[src/rtl/popcount_arbiter.sv]
// rtl/popcount_arbiter.sv - round-robin shared 64-bit popcount pipe
// One grant per cycle, 2-cycle latency, per-requester result held until consumed.
module popcount_arbiter #(
  parameter int NREQ = 4
) (
  input  logic                 clk,
  input  logic                 rst,
  input  logic [NREQ-1:0]      req_valid,
  output logic [NREQ-1:0]      req_ready,
  input  logic [64*NREQ-1:0]   req_x,
  output logic [NREQ-1:0]      resp_valid,
  input  logic [NREQ-1:0]      resp_ready,
  output logic [7*NREQ-1:0]    resp_count
);
  localparam int IW = (NREQ > 1) ? $clog2(NREQ) : 1;

  logic [IW-1:0]   ptr;
  logic [IW-1:0]   s1_idx;
  logic [IW-1:0]   grant_idx;
  logic            s1_valid;
  logic            grant_any;
  logic [63:0]     s1_x;
  logic [63:0]     grant_x;
  logic [6:0]      s2_count;
  logic [NREQ-1:0] busy;
  logic [NREQ-1:0] eligible;

  function automatic logic [3:0] count8(input logic [7:0] b);
    logic [3:0] c;
    c = '0;
    for (int k = 0; k < 8; k++) c = c + {3'b000, b[k]};
    return c;
  endfunction

  function automatic logic [6:0] count64(input logic [63:0] x);
    logic [6:0] s;
    s = '0;
    for (int b = 0; b < 8; b++) s = s + {3'b000, count8(x[8*b +: 8])};
    return s;
  endfunction

  // A requester stays busy from acceptance until its result is consumed.
  always_comb begin
    for (int i = 0; i < NREQ; i++) begin
      busy[i] = resp_valid[i] | (s1_valid && s1_idx == IW'(i));
    end
    eligible = req_valid & ~busy;
  end

  always_comb begin
    int j;
    j         = 0;
    grant_any = 1'b0;
    grant_idx = '0;
    for (int k = 0; k < NREQ; k++) begin
      j = int'(ptr) + k;
      if (j >= NREQ) j = j - NREQ;
      if (!grant_any && eligible[j]) begin
        grant_any = 1'b1;
        grant_idx = IW'(j);
      end
    end
  end

  always_comb begin
    grant_x = '0;
    for (int i = 0; i < NREQ; i++) begin
      req_ready[i] = grant_any && !rst && grant_idx == IW'(i);
      if (grant_idx == IW'(i)) grant_x = req_x[64*i +: 64];
    end
  end

  assign s2_count = count64(s1_x);

  always_ff @(posedge clk or posedge rst) begin
    if (rst) begin
      ptr        <= '0;
      s1_valid   <= 1'b0;
      s1_idx     <= '0;
      s1_x       <= '0;
      resp_valid <= '0;
      resp_count <= '0;
    end else begin
      s1_valid <= grant_any;
      if (grant_any) begin
        s1_idx <= grant_idx;
        s1_x   <= grant_x;
        ptr    <= (grant_idx == IW'(NREQ - 1)) ? '0 : grant_idx + IW'(1);
      end
      // Consume and stage-2 write never target the same requester.
      for (int i = 0; i < NREQ; i++) begin
        if (resp_valid[i] && resp_ready[i]) resp_valid[i] <= 1'b0;
        if (s1_valid && s1_idx == IW'(i)) begin
          resp_valid[i]         <= 1'b1;
          resp_count[7*i +: 7] <= s2_count;
        end
      end
    end
  end
endmodule
[config.mk]
export PLATFORM = sky130hd
export DESIGN_NAME = popcount_arbiter
export DESIGN_NICKNAME = d
export VERILOG_FILES = /design/src/rtl/popcount_arbiter.sv
export SDC_FILE = /design/constraint.sdc
export NUM_CORES = 1
export LEC_CHECK = 0
export BUFFER_PORTS_ARGS = -buffer_cell sky130_fd_sc_hd__buf_2
export CORE_ASPECT_RATIO = 1.2
export CORE_MARGIN = 2
export CORE_UTILIZATION = 25
export CTS_CLUSTER_SIZE = 28
export DETAILED_ROUTE_END_ITERATION = 8
export GPL_TIMING_DRIVEN = 0
export PLACE_DENSITY = 0.44
export REMOVE_ABC_BUFFERS = 1
export SYNTH_ARGS = -nofsm -noshare
export SYNTH_HDL_FRONTEND = slang
export SYNTH_SLANG_ARGS = --single-unit
[constraint.sdc]
create_clock -name clk -period 7 [get_ports clk]
set_clock_uncertainty 0.2 [all_clocks]
set_input_delay 0.35 -clock clk [delete_from_list [all_inputs] [get_ports clk]]
set_output_delay 0.35 -clock clk [all_outputs]
set_load 0.01 [all_outputs]
# After elaboration in Yosys (flattened, before gate mapping)
# Index checks and enable logic that the tools add are counted.
[totals]
register_bits = 101
latch_bits = 0
ram_bits = 0
mem_bits_ro = 0
inputBits = 266
out_inout_bits = 36
wordCells = 166
memories = 0
[classes]
n_addsub = 71
n_mul = 0
div = 0
order_cmp = 8
eq_ne = 6
shifts = 0
n_mux = 37
bitwise = 6
n_reduce_logical = 26
[ops]
columns = ["operator", "count"]
rows = [
  ["two-way mux 64 bit", 4],
  ["adder 4 x 1 -> 4 bit", 32],
  ["less-than comparator 32 x 4 -> 1 bit, second input constant", 4],
  ["two-way mux 32 bit", 4],
  ["adder 3 x 1 -> 4 bit", 8],
  ["adder 7 x 4 -> 7 bit", 4],
  ["adder 2 x 1 -> 3 bit", 8],
  ["two-way mux 1 bit", 20],
  ["adder 1 x 1 -> 2 bit", 8],
  ["logical AND 1 bit", 16],
  ["subtractor 3 x 3 -> 4 bit, second input constant", 3],
  ["two-way mux 2 bit", 5],
  ["greater-or-equal comparator 3 bit, second input constant", 3],
  ["binary-select mux 1 bit (select 2 bit)", 4],
  ["equality test 2 bit, second input constant", 4],
  ["nonzero test 2 bit", 4],
  ["adder 6 x 4 -> 7 bit", 1],
  ["adder 2 x 2 -> 3 bit, second input constant", 2],
  ["adder 5 x 4 -> 6 bit", 1],
  ["adder 4 x 4 -> 5 bit", 1],
  ["AND 4 bit", 1],
  ["equality test 2 x 1 -> 1 bit, second input constant", 2],
  ["logical NOT 1 bit", 4],
  ["logical NOT 2 bit", 2],
  ["other kinds (6)", 9],
]

# Longest topological paths before layout
# Gate-level depths: netlist of run 1.
[depth]
word_depth = 23
ltp_mapped = 19
mapped_depth_nobuf = 19

# Least setup slack after synthesis of run 1
# Ideal clock, no wire load.
[synth_timing]
path_kind = "reg2reg"
startpoint = "register s1_x[35]"
endpoint = "register resp_count[13]"
setup_time_ns = 0.132
t_arrival_ns = 5.701
required_ns = 6.668
path_slack_ns = 0.967
path_stages_with_launch = 20
n_path_buf = 0
synth_period_minus_slack_ns = 6.033
cell_sequence = "dfrtp_1 > inv_1 > fa_1 > inv_1 > fa_1 > inv_1 > fa_1 > fa_1 > inv_1 > fa_1 > fa_1 > fa_1 > inv_1 > fa_1 > inv_1 > fa_1 > a21o_1 > a21o_1 > a21oi_1 > o21ai_0"
[synth_via]
elab_chain_len = 9
[synth_lines]
columns = ["element", "line_no", "source"]
rows = [
  ["start, declared", "22", "logic [63:0] s1_x;"],
  ["start signal, assigned", "87", "s1_x <= grant_x;"],
  ["adder 3 x 1 -> 4 bit", "31", "for (int k = 0; k < 8; k++) c = c + {3'b000, b[k]};"],
  ["adder 4 x 1 -> 4 bit (4 in series)", "31", ""],
  ["adder 7 x 4 -> 7 bit (4 in series)", "38", "for (int b = 0; b < 8; b++) s = s + {3'b000, count8(x[8*b +: 8])};"],
  ["end signal, assigned by index", "95", "resp_count[7*i +: 7] <= s2_count;"],
  ["end, declared", "13", "output logic [7*NREQ-1:0] resp_count"],
]
# Every way passes these cells.
# A chain may end at the register's enable or synchronous reset.

# Final worst setup path of run 1
[layout_timing]
startpoint = "register s1_x[35]"
endpoint = "register resp_count[11]"
# The elaborated chain is that of the path after synthesis.

==> metrics.log, run 1 <==
INFO  metric holdCritPathClass = input pin to register
INFO  metric ctsHtreeMaxLevel = 3
INFO  metric timing.final.max_slew_violations = 0
INFO  metric die_width = 164 um
INFO  metric cap_viol_max_count = 0
INFO  metric grt_pass1_wl = 34.6 mm
INFO  metric rsz0062_at_grt = false
INFO  metric placementRows = 70
INFO  metric insertedDiodeCount = 0
INFO  metric cp_data_arrival_time = 6500 ps
INFO  metric min_period_over_period = 92.9%
INFO  metric clock_insertion_delay_at_the_later_pin_of_the_skew_report = 350 ps
INFO  metric netlist-cell-type-count = 44
INFO  metric drive_gt1_share = 37.8%
INFO  metric worst_setup_hold_path_clk_slew = 80 ps
INFO  metric max_slew_margin = 30.6%
INFO  metric ctsLongestPathBuffers = 2
INFO  metric timing.final.crit_period = 6500 ps
INFO  metric finalSetupViolCount = 0
INFO  metric timing.final.hold_violations = 0
INFO  metric die_height = 196 um
INFO  metric cts_buffers = 9
INFO  metric ys_seq_elements = 101
INFO  metric cts.sink_count = 101
INFO  metric initialDrtViolationCount = 199
INFO  metric clk_root_buffer_cell = sky130_fd_sc_hd__clkbuf_16
INFO  metric largest_net_degree_at_the_start_of_global_routing = 89
INFO  metric seq_area_frac_synth = 33.0%
INFO  metric worstPathMaxFanout = 4
INFO  metric layout-area-overhead-vs-synth = 29.6%
INFO  metric fin_worst_hold_slack = 123 ps
INFO  metric cts_hold_repair.buffers = 5
INFO  metric cts_post_setup_buffers_inserted = 0
INFO  metric filler_cell_count = 3242
INFO  metric detailed_place_hpwl = 16.9 mm
INFO  metric dr.pass1.iters = 6
INFO  metric dr_total_vias = 6555
INFO  metric netlist_area = 7670 um^2
INFO  metric globalplace.congestion = 0.731
INFO  metric yosys_warnings = 0
INFO  metric grt_overflow_total = 0
INFO  metric critical_path_class = register to register
INFO  metric cts_tree = built
INFO  metric place_inst = 1424
INFO  metric die_area = 32100 um^2
INFO  metric nNetsFinal = 1383
INFO  metric post_cts_resize_count = 0
INFO  metric worst-slew-pin-transition = 1040 ps
INFO  metric synthesized_instance_count = 780
INFO  metric syn-mean-instance-area = 9.83 um^2
INFO  metric drt_drc_violations_left = 0
INFO  metric worstSetupEndpointType = register
INFO  metric clock.fmax = 154 MHz
INFO  metric floorplan.initialDensity = 25.3%
INFO  metric grt_pass1_vias = 6893
INFO  metric outcome = finished clean
INFO  metric post_drt_antenna_nets = 0
INFO  metric layout.core_utilization = 32.8%
INFO  metric avgRoutedWirePerCell = 15.0 um
INFO  metric vias_per_cell = 4.54
INFO  metric cp_data_required_time = 7000 ps
INFO  metric placement.io_buffers = 301
INFO  metric groute.usage.overall = 13.6%
INFO  metric worst_setup_path_start_kind = register
INFO  metric final_cells = 1445
INFO  metric core_area = 30300 um^2
INFO  metric io_pins = 302
INFO  metric initial_antenna_violation_count = 0
INFO  metric finalWirelength = 21.7 mm
-- cell type report --
type                            count  area [um^2]  share of cell area [%]
Multi-Input combinational cell    519         4550                    45.8
Sequential cell                   101         2530                    25.4
Timing Repair Buffer              312         1710                    17.2
Tap cell                          396          495                    4.98
Inverter                          101          387                    3.89
Clock buffer                       10          229                    2.30
Clock inverter                      6         45.0                   0.453
-- metrics by stage --
stage / TNS (ps) / cell area [um^2] / setup slack, ps
5_1_grt: 0 / 9940 / 149
3_5_place_dp: 0 / 9620 / 412
2_1_floorplan: 0 / 7420 / 967
3_3_place_gp: -114250 / 9430 / -1930
6_report: 0 / 9940 / 498
4_1_cts: 0 / 9940 / 382
-- cell usage in the layout (no fill, tap or decap), types with 23 or more instances in the layout --
cell type	n
sky130_fd_sc_hd__o21ai_0	23
sky130_fd_sc_hd__fa_1	54
sky130_fd_sc_hd__dfrtp_1	101
sky130_fd_sc_hd__o31ai_1	65
sky130_fd_sc_hd__nor2b_1	66
sky130_fd_sc_hd__nand2_1	101
sky130_fd_sc_hd__buf_2	301
sky130_fd_sc_hd__mux2_2	61
sky130_fd_sc_hd__inv_1	99
sky130_fd_sc_hd__a221oi_1	63
-- critical path, stage by stage, from the launching register on --
cell and delay (ps):
sky130_fd_sc_hd__dfrtp_1 360, sky130_fd_sc_hd__inv_1 60, sky130_fd_sc_hd__fa_1 540, sky130_fd_sc_hd__inv_1 50, sky130_fd_sc_hd__fa_1 480, sky130_fd_sc_hd__inv_1 60
sky130_fd_sc_hd__fa_1 440, sky130_fd_sc_hd__fa_1 550, sky130_fd_sc_hd__inv_1 60, sky130_fd_sc_hd__fa_1 570, sky130_fd_sc_hd__fa_1 450, sky130_fd_sc_hd__fa_1 550
sky130_fd_sc_hd__inv_1 60, sky130_fd_sc_hd__fa_1 520, sky130_fd_sc_hd__inv_1 70, sky130_fd_sc_hd__fa_1 450, sky130_fd_sc_hd__a21o_1 190, sky130_fd_sc_hd__a21o_1 200
sky130_fd_sc_hd__xnor2_1 340, sky130_fd_sc_hd__o21ai_0 130
-- cells in the mapped netlist (all sizes together) --
| cell | n | area (um^2) |
|---|---|---|
| a21o | 5 | 37.5 |
| and3 | 5 | 31.3 |
| nand2 | 101 | 379 |
| a221oi | 63 | 552 |
| nor3 | 1 | 5.00 |
| a31o | 1 | 8.76 |
| or3b | 1 | 8.76 |
| o31ai | 65 | 488 |
| or3 | 1 | 6.26 |
| o311ai | 5 | 43.8 |
| nor2b | 67 | 419 |
| a211oi | 2 | 15.0 |
| clkbuf | 47 | 178 |
| a211o | 4 | 35.0 |
| a2bb2oi | 1 | 15.0 |
| and2 | 1 | 8.76 |
| ha | 19 | 238 |
| buf | 12 | 68.8 |
| fa | 54 | 1080 |
| dfrtp | 101 | 2530 |
| nand2b | 2 | 12.5 |
| xnor2 | 2 | 17.5 |
| nand3 | 4 | 20.0 |
| nor4b | 1 | 8.76 |
| o21ai | 23 | 115 |
| and3b | 2 | 17.5 |
| nand4 | 1 | 6.26 |
| mux2i | 9 | 90.1 |
| a22oi | 1 | 7.51 |
| nor3b | 1 | 7.51 |
| a32oi | 1 | 16.3 |
| xor2 | 1 | 8.76 |
| a22o | 1 | 8.76 |
| o2bb2ai | 1 | 8.76 |
| a21oi | 4 | 20.0 |
| mux2 | 65 | 747 |
| nor4bb | 1 | 10.0 |
| inv | 101 | 379 |
| nand3b | 3 | 22.5 |
-- kinds of logic (layout without fill, tap and decap cells) --
group                    count (synthesis)  after routing  share of synthesized area [%]
flip-flops                             101            101                           33.0
AO/OA/AOI/OAI                          177            177                           17.9
buffers and inverters                  160            429                           8.16
multiplexers                            74             74                           10.9
adder cells (fa/ha/maj)                 73             73                           17.2
AND/OR/NAND/NOR                        192            192                           12.6
XOR/XNOR                                 3              3                          0.343
-- registers in the layout (all words and copies together), names as in the netlist --
| name | count |
|---|---|
| s1_idx | 2 |
| s1_valid | 1 |
| s1_x | 64 |
| resp_count | 28 |
| ptr | 2 |
| resp_valid | 4 |
-- path summary, 6_finish.rpt --
path / start / end / slack [ps] / cells past startpoint
min reg2reg: resp_count[18] / resp_count[18] / 270 / 2
min: req_x[195] / s1_x[3] / 120 / 4
max reg2reg: s1_x[35] / resp_count[11] / 500 / 19
max: s1_x[35] / resp_count[11] / 500 / 19
max in group asynchronous: rst / s1_x[18] / 5610 / 4
min in group asynchronous: rst / ptr[1] / 270 / 3
-- layer usage --
| metal | GRT usage [%] | wire, um | up-vias |
|---|---|---|---|
| met5 | 0 | 0 | - |
| li1 | - | - | 3247 |
| met4 | 3.35 | 266 | 0 |
| met1 | 16.4 | 9220 | 3116 |
| met2 | 25.0 | 11200 | 181 |
| met3 | 2.22 | 940 | 11 |
Power of run 1 is not shown: default switching activity piles up to over one toggle a cycle in this logic, so the estimate is an artifact.
==> run 2: changes to the inputs <==
--- a/config.mk
+++ b/config.mk
@@ -13,6 +13,7 @@
 export DETAILED_ROUTE_END_ITERATION = 8
 export GPL_TIMING_DRIVEN = 0
 export PLACE_DENSITY = 0.44
+export RECOVER_POWER = 50
 export REMOVE_ABC_BUFFERS = 1
 export SYNTH_ARGS = -nofsm -noshare
 export SYNTH_HDL_FRONTEND = slang
==> run 2 against run 1 <==
Compared with the run above: worst hold slack hardly changed; non-clock buffer count is the same; setup slack barely moved; critical path type unchanged.
==> metrics.log, run 2 (synthesis gave the netlist of run 1 again) <==
INFO  metric globalplace.congestion = 0.731 (unchanged)
INFO  metric dr_total_vias = 6552 (-0.046%)
INFO  metric avgRoutedWirePerCell = 15.0 um (+0.18%)
INFO  metric clock_insertion_delay_at_the_later_pin_of_the_skew_report = 350 ps (about the same)
INFO  metric worst_setup_path_start_kind = register
INFO  metric drt_drc_violations_left = 0 (unchanged)
INFO  metric cap_viol_max_count = 0 (unchanged)
INFO  metric min_period_over_period = 92.9% (about the same)
INFO  metric critical_path_class = register to register
INFO  metric final_common_cell = sky130_fd_sc_hd__buf_2
INFO  metric placementRows = 70 (unchanged)
INFO  metric ctsHtreeMaxLevel = 3 (unchanged)
INFO  metric clock.fmax = 154 MHz (about the same)
INFO  metric worst-slew-pin-transition = 1040 ps (-0.00343 ps)
INFO  metric max_slew_margin = 30.6% (about the same)
INFO  metric filler_cell_count = 3248 (+0.19%)
INFO  metric place_inst = 1424 (unchanged)
INFO  metric cts_buffers = 9 (unchanged)
INFO  metric worstSetupEndpointType = register
INFO  metric finalWirelength = 21.7 mm (+0.18%)
INFO  metric post_cts_resize_count = 0 (unchanged)
INFO  metric drive_gt1_share = 36.0% (-1.8 points)
INFO  metric largest_net_degree_at_the_start_of_global_routing = 89 (unchanged)
INFO  metric clk_root_buffer_cell = sky130_fd_sc_hd__clkbuf_16
INFO  metric initial_antenna_violation_count = 0 (unchanged)
INFO  metric cts_post_setup_buffers_inserted = 0 (unchanged)
INFO  metric vias_per_cell = 4.53 (about the same)
INFO  metric die_area = 32100 um^2 (unchanged)
INFO  metric final_cells = 1445 (unchanged)
INFO  metric nNetsFinal = 1383 (unchanged)
INFO  metric io_pins = 302 (unchanged)
INFO  metric worst_setup_hold_path_clk_slew = 80 ps (about the same)
INFO  metric ctsLongestPathBuffers = 2 (unchanged)
INFO  metric core_area = 30300 um^2 (unchanged)
INFO  metric cts_tree = built
INFO  metric holdCritPathClass = input pin to register
INFO  metric rsz0062_at_grt = false
INFO  metric worstPathMaxFanout = 4 (unchanged)
INFO  metric largest_register_ff_count = 64 (unchanged)
INFO  metric cts_hold_repair.buffers = 5 (unchanged)
INFO  metric placement.io_buffers = 301 (unchanged)
INFO  metric grt_pass1_vias = 6893 (unchanged)
INFO  metric die_height = 196 um (unchanged)
INFO  metric die_width = 164 um (unchanged)
INFO  metric timing.final.max_slew_violations = 0 (unchanged)
INFO  metric grt_pass1_wl = 34.6 mm (unchanged)
INFO  metric grt_overflow_total = 0 (unchanged)
INFO  metric groute.usage.overall = 13.6% (unchanged)
INFO  metric cts.sink_count = 101 (unchanged)
INFO  metric outcome = finished clean
INFO  metric largest_registers = s1_x: 64 flops, resp_count: 28 flops, resp_valid: 4 flops
INFO  metric dr.pass1.iters = 6 (unchanged)
INFO  metric initialDrtViolationCount = 196 (-1.5%)
INFO  metric insertedDiodeCount = 0 (unchanged)
INFO  metric timing.final.crit_period = 6500 ps (+0.280 ps)
INFO  metric timing.final.hold_violations = 0 (unchanged)
INFO  metric layout-area-overhead-vs-synth = 29.3%
INFO  metric cp_data_required_time = 7000 ps (about the same)
INFO  metric detailed_place_hpwl = 16.9 mm (unchanged)
INFO  metric floorplan.initialDensity = 25.3% (unchanged)
INFO  metric final_cell_mix = 282 x sky130_fd_sc_hd__buf_2, 101 x sky130_fd_sc_hd__nand2_1, 101 x sky130_fd_sc_hd__dfrtp_1, 99 x sky130_fd_sc_hd__inv_1, 66 x sky130_fd_sc_hd__nor2b_1
INFO  metric post_drt_antenna_nets = 0 (unchanged)
INFO  metric cp_data_arrival_time = 6500 ps (about the same)
INFO  metric finalSetupViolCount = 0 (unchanged)
INFO  metric largest_register_by_flop_count = s1_x
run 2: cell type report:
type | count | area (um^2) | share of cell area [%]
flip-flops and latches | 101 | 2530 | 25.5
clock inverters | 6 | 45.0 | 0.454
inverters | 101 | 383 | 3.86
clock buffers | 10 | 229 | 2.31
multi-input cells | 519 | 4550 | 45.9
well taps | 396 | 495 | 5.00
repair buffers | 312 | 1680 | 17.0
run 2: routing by layer:
| layer | GRT usage [%] | part of all wire, % | vias to the layer above |
|---|---|---|---|
| met5 | 0 | 0 | - |
| met4 | 3.35 | 1.2 | 0 |
| met3 | 2.22 | 4.5 | 11 |
| met2 | 25.0 | 52 | 184 |
| met1 | 16.4 | 43 | 3110 |
| li1 | - | - | 3247 |
run 2: stage by stage:
stage	area, um^2	setup slack, ps	util [%]	hold WS (ps)	setup TNS (ps)
final	9910	497	32.7	123	0
after global routing	9910	149	32.7	131	0
after CTS	9940	382	32.8	107	0
after detailed placement	9620	412	31.7	100	0
after global placement	9430	-1930	31.1	256	-114250
after floorplan	7420	967	-	246	0
run 2: final timing paths:
check | startpoint | to | slack, ps | cells after the start
hold reg to reg | resp_count[18] | resp_count[18] | 280 | 2
setup reg to reg | s1_x[35] | resp_count[11] | 500 | 19
min in group asynchronous | rst | ptr[1] | 480 | 3
setup / recovery | s1_x[35] | resp_count[11] | 500 | 19
max in group asynchronous | rst | s1_x[18] | 5200 | 4
hold / removal | req_x[195] | s1_x[3] | 120 | 4
run 2: worst max-delay path, cell delays in order (launching register included):
cell and delay [ps]:
sky130_fd_sc_hd__dfrtp_1 360, sky130_fd_sc_hd__inv_1 60, sky130_fd_sc_hd__fa_1 540, sky130_fd_sc_hd__inv_1 50
sky130_fd_sc_hd__fa_1 480, sky130_fd_sc_hd__inv_1 60, sky130_fd_sc_hd__fa_1 440, sky130_fd_sc_hd__fa_1 550
sky130_fd_sc_hd__inv_1 60, sky130_fd_sc_hd__fa_1 570, sky130_fd_sc_hd__fa_1 450, sky130_fd_sc_hd__fa_1 550
sky130_fd_sc_hd__inv_1 60, sky130_fd_sc_hd__fa_1 520, sky130_fd_sc_hd__inv_1 70, sky130_fd_sc_hd__fa_1 450
sky130_fd_sc_hd__a21o_1 190, sky130_fd_sc_hd__a21o_1 200, sky130_fd_sc_hd__xnor2_1 340, sky130_fd_sc_hd__o21ai_0 130
Power of run 2 is left out for the same reason.
